**config.mk**
```make
export PLATFORM = sky130hd
export DESIGN_NAME = butterfly_sched_flat
export DESIGN_NICKNAME = d
export VERILOG_FILES = /design/src/rtl/butterfly_sched_pkg.sv /design/src/rtl/butterfly_sched_if.sv /design/src/rtl/butterfly_sched_wb_delay.sv /design/src/rtl/butterfly_sched.sv /design/src/flat_wrapper.sv
export SDC_FILE = /design/constraint.sdc
export NUM_CORES = 1
export LEC_CHECK = 0
export CORE_MARGIN = 1.5
export CORE_UTILIZATION = 35
export DETAILED_ROUTE_END_ITERATION = 6
export DONT_BUFFER_PORTS = 1
export GPL_TIMING_DRIVEN = 0
export PLACE_DENSITY_LB_ADDON = 0.25
export REMOVE_ABC_BUFFERS = 1
export SETUP_SLACK_MARGIN = 0.3
export SYNTH_ARGS = -nofsm -noshare
export SYNTH_HDL_FRONTEND = slang
export SYNTH_SLANG_ARGS = --single-unit
```
**constraint.sdc**
```tcl
create_clock -name clk -period 6.32 [get_ports clk]
set_clock_uncertainty 0.05 [all_clocks]
set_input_delay 1.896 -clock clk [delete_from_list [all_inputs] [get_ports clk]]
set_output_delay 1.896 -clock clk [all_outputs]
set_load 0.005 [all_outputs]
```
**src/rtl/butterfly_sched_pkg.sv**
```systemverilog
// Shared Kyber butterfly scheduler definitions: op codes, FSM encoding,
// stage counts, ROM/RAM base offsets and the INTT stage map.
package butterfly_sched_pkg;

    localparam logic [1:0] OP_NTT    = 2'd0;
    localparam logic [1:0] OP_INTT   = 2'd1;
    localparam logic [1:0] OP_MULT   = 2'd2;
    localparam logic [1:0] OP_ADDSUB = 2'd3;

    localparam logic [1:0] ST_IDLE  = 2'd0;
    localparam logic [1:0] ST_ISSUE = 2'd1;
    localparam logic [1:0] ST_DRAIN = 2'd2;
    localparam logic [1:0] ST_DONE  = 2'd3;

    // Stages 0..PAIR_STAGES-1 work on (j, j+d) pairs; the rest walk words in order.
    localparam logic [2:0] PAIR_STAGES = 3'd5;
    localparam logic [2:0] LAST_STAGE  = 3'd6;
    localparam logic [4:0] LAST_WORD   = 5'd31;

    // Last per-word phase of the MULT (6-cycle) and ADDSUB (4-cycle) sequences.
    localparam logic [2:0] MULT_LAST_PH   = 3'd5;
    localparam logic [2:0] ADDSUB_LAST_PH = 3'd3;

    localparam logic [6:0] COEF_BASE_WORD = 7'd32;
    localparam logic [6:0] COEF_BASE_MULT = 7'd64;
    localparam logic [5:0] POLY_B_BASE    = 6'd32;

    typedef struct packed {
        logic       vld;
        logic [4:0] addr;
    } wb_entry_t;

    // INTT runs the NTT stage tags in reverse order.
    function automatic logic [2:0] stage_map(input logic [1:0] op, input logic [2:0] idx);
        return (op == OP_INTT) ? (LAST_STAGE - idx) : idx;
    endfunction

endpackage

```
**src/rtl/butterfly_sched_if.sv**
```systemverilog
// Request/datapath-control bundle between the requester and the scheduler.
// bf_type carries the per-cycle pair/sub tag ("type" is a reserved word).
interface butterfly_sched_if;
    logic       start;
    logic [1:0] op;
    logic       sub;
    logic [1:0] mode;
    logic [2:0] stage;
    logic       bf_type;
    logic       pre_load;
    logic       load;
    logic [5:0] raddr;
    logic [6:0] coef_addr;
    logic       we;
    logic [4:0] waddr;
    logic       busy;
    logic       done;

    modport master (
        output start, op, sub,
        input  mode, stage, bf_type, pre_load, load, raddr, coef_addr,
               we, waddr, busy, done
    );

    modport slave (
        input  start, op, sub,
        output mode, stage, bf_type, pre_load, load, raddr, coef_addr,
               we, waddr, busy, done
    );
endinterface

```
**src/rtl/butterfly_sched_wb_delay.sv**
```systemverilog
// Write-back delay line: (valid, addr) pairs shift toward a run-time tap
// selected by the active op latency; we/waddr come from the tap.
module wb_delay
    import butterfly_sched_pkg::*;
#(
    parameter int DEPTH = 11
) (
    input  logic       clk,
    input  logic       rst_n,
    input  logic       push,
    input  logic [4:0] push_addr,
    input  logic [7:0] lat,
    output logic       we,
    output logic [4:0] waddr,
    output logic       pending
);

    wb_entry_t line [DEPTH];

    // Shift toward the tap; slots at/after the tap are emptied so a short-latency
    // op never leaves entries that a later long-latency op would see.
    always_ff @(posedge clk or negedge rst_n) begin
        if (!rst_n) begin
            for (int k = 0; k < DEPTH; k++) line[k] <= '0;
        end else begin
            line[0] <= wb_entry_t'{vld: push, addr: (push ? push_addr : 5'd0)};
            for (int k = 1; k < DEPTH; k++)
                line[k] <= (8'(k) < lat) ? line[k-1] : '0;
        end
    end

    // Tap select plus "write still to come" flag for the FSM drain check.
    always_comb begin
        we      = 1'b0;
        waddr   = '0;
        pending = 1'b0;
        for (int k = 0; k < DEPTH; k++) begin
            if (8'(k) + 8'd1 == lat) begin
                we    = line[k].vld;
                waddr = line[k].vld ? line[k].addr : 5'd0;
            end
            if (8'(k) + 8'd1 < lat) pending = pending | line[k].vld;
        end
    end

endmodule

```
**src/rtl/butterfly_sched.sv**
```systemverilog
// Kyber butterfly scheduler: sequences RAM reads, twiddle addresses and
// datapath tags for NTT/INTT/MULT/ADDSUB and schedules the write-backs.
module butterfly_sched
    import butterfly_sched_pkg::*;
#(
    parameter int LAT_NTT    = 7,
    parameter int LAT_MULT   = 11,
    parameter int LAT_ADDSUB = 3
) (
    input  logic             clk,
    input  logic             rst_n,
    butterfly_sched_if.slave bus
);

    localparam int MAX_NM = (LAT_NTT > LAT_MULT) ? LAT_NTT : LAT_MULT;
    localparam int WB_DEPTH = (MAX_NM > LAT_ADDSUB) ? MAX_NM : LAT_ADDSUB;

    logic [1:0] state;
    logic [1:0] mode_q;
    logic       sub_q;
    logic [2:0] si;
    logic [2:0] ph;
    logic [4:0] cnt;

    logic       is_ntt, is_mult, last_ph, push, pending;
    logic [2:0] st;
    logic [7:0] lat;
    logic [4:0] d, pidx, grp, off, j;

    assign is_ntt  = ~mode_q[1];
    assign is_mult = (mode_q == OP_MULT);
    assign st      = stage_map(mode_q, si);
    assign last_ph = is_mult ? (ph == MULT_LAST_PH) : (ph == ADDSUB_LAST_PH);
    assign lat     = is_ntt ? 8'(LAT_NTT) : (is_mult ? 8'(LAT_MULT) : 8'(LAT_ADDSUB));
    assign push    = (state == ST_ISSUE) && (is_ntt || last_ph);

    // Pair addressing: pair p splits into group p/d and offset p%d,
    // so j = group*2d + offset and the partner word is j + d (bit d of j is 0).
    assign d    = 5'd16 >> st;
    assign pidx = {1'b0, cnt[4:1]};
    assign grp  = pidx >> (3'd4 - st);
    assign off  = pidx & (d - 5'd1);
    assign j    = (grp << (3'd5 - st)) | off;

    assign bus.mode = mode_q;
    assign bus.busy = (state == ST_ISSUE) || (state == ST_DRAIN);
    assign bus.done = (state == ST_DONE);

    // Control FSM and issue counters.
    always_ff @(posedge clk or negedge rst_n) begin
        if (!rst_n) begin
            state  <= ST_IDLE;
            mode_q <= OP_NTT;
            sub_q  <= 1'b0;
            si     <= '0;
            ph     <= '0;
            cnt    <= '0;
        end else begin
            case (state)
                ST_IDLE: if (bus.start) begin
                    state  <= ST_ISSUE;
                    mode_q <= bus.op;
                    sub_q  <= bus.sub;
                    si     <= '0;
                    ph     <= '0;
                    cnt    <= '0;
                end
                ST_ISSUE: begin
                    if (is_ntt || last_ph) begin
                        ph  <= '0;
                        cnt <= cnt + 5'd1;
                        if (cnt == LAST_WORD) state <= ST_DRAIN;
                    end else begin
                        ph <= ph + 3'd1;
                    end
                end
                // The tap write happens in the cycle pending drops, so the next
                // stage's first read lands one cycle after the last write.
                ST_DRAIN: if (!pending) begin
                    if (is_ntt && si != LAST_STAGE) begin
                        si    <= si + 3'd1;
                        state <= ST_ISSUE;
                    end else begin
                        state <= ST_DONE;
                    end
                end
                default: state <= ST_IDLE;
            endcase
        end
    end

    // Per-cycle datapath tags and read/twiddle addresses; all zero outside ISSUE.
    always_comb begin
        bus.stage     = '0;
        bus.bf_type   = 1'b0;
        bus.pre_load  = 1'b0;
        bus.load      = 1'b0;
        bus.raddr     = '0;
        bus.coef_addr = '0;
        if (state == ST_ISSUE) begin
            if (is_ntt) begin
                bus.stage = st;
                if (st < PAIR_STAGES) begin
                    bus.raddr     = {1'b0, (cnt[0] ? (j | d) : j)};
                    bus.bf_type   = cnt[0];
                    bus.coef_addr = (7'd1 << st) + {2'b0, grp};
                end else begin
                    bus.raddr     = {1'b0, cnt};
                    bus.coef_addr = COEF_BASE_WORD + {2'b0, cnt};
                end
            end else begin
                bus.bf_type = is_mult ? 1'b0 : sub_q;
                if (is_mult) bus.coef_addr = COEF_BASE_MULT + {2'b0, cnt};
                case (ph)
                    3'd0: begin
                        bus.raddr    = {1'b0, cnt};
                        bus.pre_load = 1'b1;
                    end
                    3'd1: begin
                        bus.raddr = POLY_B_BASE | {1'b0, cnt};
                        bus.load  = 1'b1;
                    end
                    // MULT phases 2..5 -> stages 2,3,0,1; ADDSUB phases 2,3 -> 0,1.
                    default: bus.stage = is_mult ? {1'b0, ph[1:0]} : {2'b0, ph[0]};
                endcase
            end
        end
    end

    wb_delay #(.DEPTH(WB_DEPTH)) u_wb (
        .clk       (clk),
        .rst_n     (rst_n),
        .push      (push),
        .push_addr (is_ntt ? bus.raddr[4:0] : cnt),
        .lat       (lat),
        .we        (bus.we),
        .waddr     (bus.waddr),
        .pending   (pending)
    );

endmodule

```
**src/flat_wrapper.sv**
```systemverilog
// flat-port wrapper written by rule: the top's interface ports become plain ports
module butterfly_sched_flat import butterfly_sched_pkg::*;
#(
    parameter int LAT_NTT    = 7,
    parameter int LAT_MULT   = 11,
    parameter int LAT_ADDSUB = 3
)
  (clk, rst_n, bus_start, bus_op, bus_sub, bus_mode, bus_stage, bus_bf_type, bus_pre_load, bus_load, bus_raddr, bus_coef_addr, bus_we, bus_waddr, bus_busy, bus_done);
  butterfly_sched_if bus_i ();
  input  logic clk;
  input  logic rst_n;
  input wire logic [$bits(bus_i.start)-1:0] bus_start;
  input wire logic [$bits(bus_i.op)-1:0] bus_op;
  input wire logic [$bits(bus_i.sub)-1:0] bus_sub;
  output wire logic [$bits(bus_i.mode)-1:0] bus_mode;
  output wire logic [$bits(bus_i.stage)-1:0] bus_stage;
  output wire logic [$bits(bus_i.bf_type)-1:0] bus_bf_type;
  output wire logic [$bits(bus_i.pre_load)-1:0] bus_pre_load;
  output wire logic [$bits(bus_i.load)-1:0] bus_load;
  output wire logic [$bits(bus_i.raddr)-1:0] bus_raddr;
  output wire logic [$bits(bus_i.coef_addr)-1:0] bus_coef_addr;
  output wire logic [$bits(bus_i.we)-1:0] bus_we;
  output wire logic [$bits(bus_i.waddr)-1:0] bus_waddr;
  output wire logic [$bits(bus_i.busy)-1:0] bus_busy;
  output wire logic [$bits(bus_i.done)-1:0] bus_done;
  assign bus_i.start = bus_start;
  assign bus_i.op = bus_op;
  assign bus_i.sub = bus_sub;
  assign bus_mode = bus_i.mode;
  assign bus_stage = bus_i.stage;
  assign bus_bf_type = bus_i.bf_type;
  assign bus_pre_load = bus_i.pre_load;
  assign bus_load = bus_i.load;
  assign bus_raddr = bus_i.raddr;
  assign bus_coef_addr = bus_i.coef_addr;
  assign bus_we = bus_i.we;
  assign bus_waddr = bus_i.waddr;
  assign bus_busy = bus_i.busy;
  assign bus_done = bus_i.done;
  butterfly_sched #(.LAT_NTT(LAT_NTT), .LAT_MULT(LAT_MULT), .LAT_ADDSUB(LAT_ADDSUB)) u_core (.clk(clk), .rst_n(rst_n), .bus(bus_i));
endmodule
```
Word-level counts from Yosys, hierarchy flattened --
Cells that the tools add are included.
Storage, ports and cells: flip-flop bits (word level) 82, input port bits 6, output and inout port bits 29, word-level logic and storage cells 206
Operators by class: add/subtract/negate cells 10, order comparisons 12, eq/ne operators 26, shifts and indexed selects 4, mux-type cells 98, bitwise operators 14, reductions and logical operators 14
Operator list (number):
- 5-bit two-way mux | 28
- 6-bit two-way mux | 12
- 1-bit two-way mux | 33
- 3-bit by 8-bit == test with 1-bit output, first input constant | 4
- 4-bit by 8-bit == test with 1-bit output, first input constant | 4
- 3-bit by 8-bit < comparator with 1-bit output, first input constant | 4
- 4-bit by 8-bit < comparator with 1-bit output, first input constant | 4
- 7-bit two-way mux | 4
- 3-bit two-way mux | 8
- 2-bit by 8-bit == test with 1-bit output, first input constant | 2
- 2-bit by 8-bit < comparator with 1-bit output, first input constant | 2
- 2-bit two-way mux | 6
- 3-bit case mux with 2 select lines | 2
- 6-bit case mux with 2 select lines | 1
- 2-bit != test, second input constant | 5
- 1-bit OR | 10
- 5-bit OR | 2
- 5-bit case mux with 2 select lines | 1
- 3-bit subtractor, first input constant | 3
- 1-bit by 8-bit == test with 1-bit output, first input constant | 1
- 1-bit by 8-bit < comparator with 1-bit output, first input constant | 1
- 8-bit two-way mux | 1
- 4-bit AND reduction | 2
- 6-bit by 5-bit adder with 7-bit output, first input constant | 1
- other kinds (29) | 37

Logic depth before layout (Yosys ltp) --
word-level depth 27, depth in mapped cells 18, depth with buffers taken out 16

By module --
A second synthesis with hierarchy kept.
Unflattened totals: cell total of the unflattened synthesis 554, area, all modules 5052.3 um2
Modules (own cells, without submodules):
- wb_delay | times used 1, cells an instance 296, area an instance 3022.9 um2, seq. area each 1651.6 um2
- butterfly_sched | times used 1, cells an instance 258, area an instance 2029.4 um2, seq. area each 400.4 um2

Worst setup path before layout --
No wires, ideal clock.
path kind flip-flop to output port, from register u_core.si[0], to output port bus_coef_addr[5], arrival 3.539 ns, data required time 4.374 ns, setup slack 0.835 ns, cell stages (with the launch flop) 19, path buffers 2, cell sequence dfrtp_1 > clkbuf_1 > inv_1 > ha_1 > mux2_2 > ha_1 > clkbuf_2 > mux2i_1 > nor2_1 > nor2b_1 > or2_2 > inv_1 > ha_1 > a21o_1 > a21oi_1 > nor2b_1 > o21ai_0 > xnor2_1 > a21oi_1
Between the ends: longest elaborated chain between the ends 8, elaborated cells on any way between the ends 10, classes of those cells add/sub: 3; order compare: 1; shift: 2; mux: 4
RTL lines:
- start: declaration | RTL line butterfly_sched.sv:21 | logic [2:0] si;
- start signal: assignment | RTL line butterfly_sched.sv:81 | si <= si + 3'd1;
- 3-bit subtractor | RTL line butterfly_sched_pkg.sv:35 | return (op == OP_INTT) ? (LAST_STAGE - idx) : idx;
- 3-bit two-way mux (*) | RTL line butterfly_sched_pkg.sv:35
- 3-bit subtractor | RTL line butterfly_sched.sv:41 | assign grp = pidx >> (3'd4 - st);
- 4-bit by 3-bit right shift with 5-bit output | RTL line butterfly_sched.sv:41
- 7-bit by 5-bit adder with 7-bit output | RTL line butterfly_sched.sv:106 | bus.coef_addr = (7'd1 << st) + {2'b0, grp};
- 7-bit two-way mux (*) | RTL line butterfly_sched.sv:103 | if (st < PAIR_STAGES) begin
- 7-bit two-way mux (*) | RTL line butterfly_sched.sv:101 | if (is_ntt) begin
- 7-bit two-way mux (*) | RTL line butterfly_sched.sv:100 | if (state == ST_ISSUE) begin
- end: declaration | RTL line flat_wrapper.sv:21 | output wire logic [$bits(bus_i.coef_addr)-1:0] bus_coef_addr;
Mark *: on every way between the ends. The rest lies on a longest branch, timed or not.

Worst setup path after layout --
from register u_core.mode_q[1], in the netlist u_core.bus.mode[1], to output port bus_coef_addr[6]
Between the ends: longest elaborated chain between the ends 8, elaborated cells on any way between the ends 12, classes of those cells add/sub: 2; order compare: 1; eq/ne: 2; shift: 2; mux: 5
RTL lines:
- start: declaration | RTL line butterfly_sched.sv:19 | logic [1:0] mode_q;
- start signal: assignment | RTL line butterfly_sched.sv:62 | mode_q <= bus.op;
- 2-bit by 1-bit == test with 1-bit output | RTL line butterfly_sched_pkg.sv:35
- 3-bit two-way mux | RTL line butterfly_sched_pkg.sv:35
- 3-bit subtractor | RTL line butterfly_sched.sv:41
- 4-bit by 3-bit right shift with 5-bit output | RTL line butterfly_sched.sv:41
- 7-bit by 5-bit adder with 7-bit output | RTL line butterfly_sched.sv:106
- 7-bit two-way mux | RTL line butterfly_sched.sv:103
- 7-bit two-way mux (*) | RTL line butterfly_sched.sv:101
- 7-bit two-way mux (*) | RTL line butterfly_sched.sv:100
Marks and branches as above.

==> impl_metrics.tcl <==
set metrics [dict create \
    start_kind "register" \
    register_area_um2 2060 \
    outcome "finished clean" \
    switching_share_pct 19.8 \
    io_buffers 0 \
    clock_sinks 82 \
    power.leakage_nw 2.10 \
    cts_buffers 9 \
    p_int_w 0.000785 \
    path_common_cell "a21oi_1" \
    core_area_um2 11500 \
    die-area_um2 12500 \
    nets 428 \
    netlist_area_um2 4130 \
    critPathKind "reg -> out" \
    arrival_ps 3840 \
    crit_chain "nand2b_1 -> mux2_2 -> ha_2 -> mux2i_1 -> nand2b_1 -> a21oi_1 -> ha_1 -> inv_1 -> fa_1 -> nor2b_1 -> o21ai_0 -> a21oi_1 -> xnor2_1 -> a21oi_1 -> nor2_1" \
    cts_tree "done" \
    initialDrtViolationCount 153 \
    min_from "u_core.u_wb.line[63]" \
    drt-pass1-iter-count 6 \
    grt_pass1_wl_um 14800 \
    clk_path_buf_depth 2 \
    cp_data_required_time_ps 4370 \
    multi_input_area_um2 1920 \
    fin_crit_ps 5790 \
    yosys_warnings 0 \
    max_stage_delay_ps 580 \
    synth_area_per_cell_um2 10.3 \
    final_area_um2 4540 \
    grt-ovfl-total 0 \
    cts-root-buf "clkbuf_16" \
    drive_above_1_share_pct 10.5 \
    totalWireLength_um 8800 \
    whs_ps 292 \
    placed_cell_area_um2 4240 \
    path_max_fanout 16 \
    synth_top_area_share_pct 49.7 \
    hold_path_class "reg -> reg" \
    p_clk_share_pct 46.4 \
    yosys.area.top_type "dfrtp_1" \
    synthArstFlopShare_pct 100 \
    max_clock_freq_mhz 173 \
    initial_utilization_pct 36.0 \
    die_w_um 112 \
    synth-seq-cells 82 \
    hpwl_um 5940 \
    p_comb_share_pct 0 \
    syn_to_final_growth_pct 9.94 \
    syn_inst 401 \
    max-vdd-ir-drop_mv 0.149 \
    drc_errors 0 \
    place_congestion 0.820 \
    maxSlewHeadroom_pct 29.9 \
    vias 2767 \
    drt-wirelength-per-cell_um 16.2 \
    insertion_delay_ps 330 \
    synthTopCellsByArea "dfrtp_1, and2_1, ha_1" \
    antenna_found_initial 0 \
    worstSetupStartpoint "u_core.bus.mode[1]" \
    finalPower_w 0.000980 \
    grt_pass1_vias 2852 \
    fillerInstances 1126 \
    finalSetupViolCount 0 \
    cts-htree-levels 3 \
    grtUsageTotal_pct 14.8 \
    end_kind "output pin" \
    drv_slew 0 \
    final_common_cell "dfrtp_1" \
    final_cell_mix "dfrtp_1, and2_1, nand2_1" \
    ioPinCount 35 \
    rsz0062_at_grt "false" \
    powerDensity_nw_per_um2 216 \
    switching_power_w 0.000194 \
    ys_types 55 \
    ys_seq_area_share_pct 49.7 \
    fp.dieH_um 112 \
    diodes 0 \
    grt_max_degree 83 \
    worst_slew_pin_slew_ps 1050 \
    tns_ps 0 \
    maxCapViolations 0 \
    synthFlopType "dfrtp_1" \
    clkTransAtPathRegs_ps 60 \
    pwr-share-seq_pct 53.6 \
    synth_edf_count 0 \
    vias_per_cell 5.11 \
    cp_slowest_cell "dfrtp_4" \
    std_cell_rows 39 \
    r2r-start "u_core.si[0]" \
    finalHoldViolations 0 \
    period_share_pct 91.6 \
    ant_nets 0 \
]
cell usage after synthesis, types with 4 or more instances:
master    number
and2_1        54
mux2_2         8
a22oi_1        6
ha_1          25
a22o_1         4
clkbuf_1      15
nand2_1       40
mux2i_1        5
o31ai_1        5
nor2b_1        8
nand2b_1       8
inv_1         17
xnor2_1        6
nand3_1        8
o21ai_0       15
dfrtp_1       82
a21oi_1       11
nor2_1        24
nor3b_1        5
worst paths after layout:
check | endpoint | slack [ps] | cells past startpoint
setup / recovery | bus_coef_addr[6] | 530 | 15
max in group asynchronous | u_core.u_wb.line[55] | 4890 | 0
hold reg to reg | u_core.u_wb.line[57] | 290 | 0
setup reg to reg | u_core.u_wb.line[61] | 2880 | 10
hold / removal | u_core.u_wb.line[57] | 290 | 0
min in group asynchronous | u_core.u_wb.line[8] | 1210 | 0
power groups by stage:
stage / logic, W / registers [W] / clock network (W)
after global placement: 0.0000000237 / 0.000535 / 0
after detailed placement: 0.0000000237 / 0.000535 / 0
final: 0.0000000237 / 0.000525 / 0.000455
after floorplan: 0.0000000237 / 0.000535 / 0
after global routing: 0.0000000237 / 0.000525 / 0.000494
after CTS: 0.0000000237 / 0.000525 / 0.000471
cell type report:
cell class,count,share of cell area (%)
clock buffer,9,4.96
clock inverter,5,0.744
inverter,19,1.65
multi-input combinational,280,42.4
sequential,82,45.3
tap,143,3.94
timing repair buffer,4,0.965
metal layers:
metal | vias to the layer above | track usage, % | wire, um
met1 | 1353 | 20.2 | 4210
met3 | 11 | 3.81 | 361
met5 | - | 0 | 0
li1 | 1351 | - | -
met4 | 0 | 5.49 | 137
met2 | 52 | 22.7 | 4090
critical path, delay by kind of cell, from the launching register on:
family / cells / cell delay [ps]
and+or+nand+nor: 4 / 680
buffers and inverters: 1 / 60
DFF: 1 / 580
adders and majority gates: 3 / 1040
muxes: 2 / 470
xor gates and xnor gates: 1 / 130
AOI/OAI and AO/OA: 4 / 550
cells by family (layout without fill, tap and decap cells):
group | after synthesis | count (layout) | share of synthesized area (%)
AO/OA/AOI/OAI | 69 | 69 | 11.8
flip-flops | 82 | 82 | 49.7
adder cells (fa/ha/maj) | 26 | 26 | 8.06
buffers and inverters | 39 | 37 | 3.82
XOR/XNOR | 8 | 8 | 1.88
AND/OR/NAND/NOR | 164 | 164 | 21.4
multiplexers | 13 | 13 | 3.39
sequential cells by signal, indices dropped and copies added, names as in the netlist:
register and flops:
u_core.ph 3, u_core.bus.mode 2, u_core.sub_q 1, u_core.cnt 5, u_core.si 3, u_core.state 2, u_core.u_wb.line 66
what timing repair did:
action | 4_1_cts | 5_1_grt
gates resized for setup | 4 | 2
endpoints found under the hold margin | 0 | 0
setup buffers | 2 | 1
setup endpoints to repair | 4 | 2
hold buffers | 0 | 0
per-stage QoR:
step	setup WS (ps)	instances	utilization [%]
after floorplan	972	381	-
after global placement	355	524	36.8
after detailed placement	283	525	37.0
after CTS	347	541	39.4
after global routing	313	542	39.6
final	530	542	39.6
Note: power is estimated with default switching activity, not from simulation.
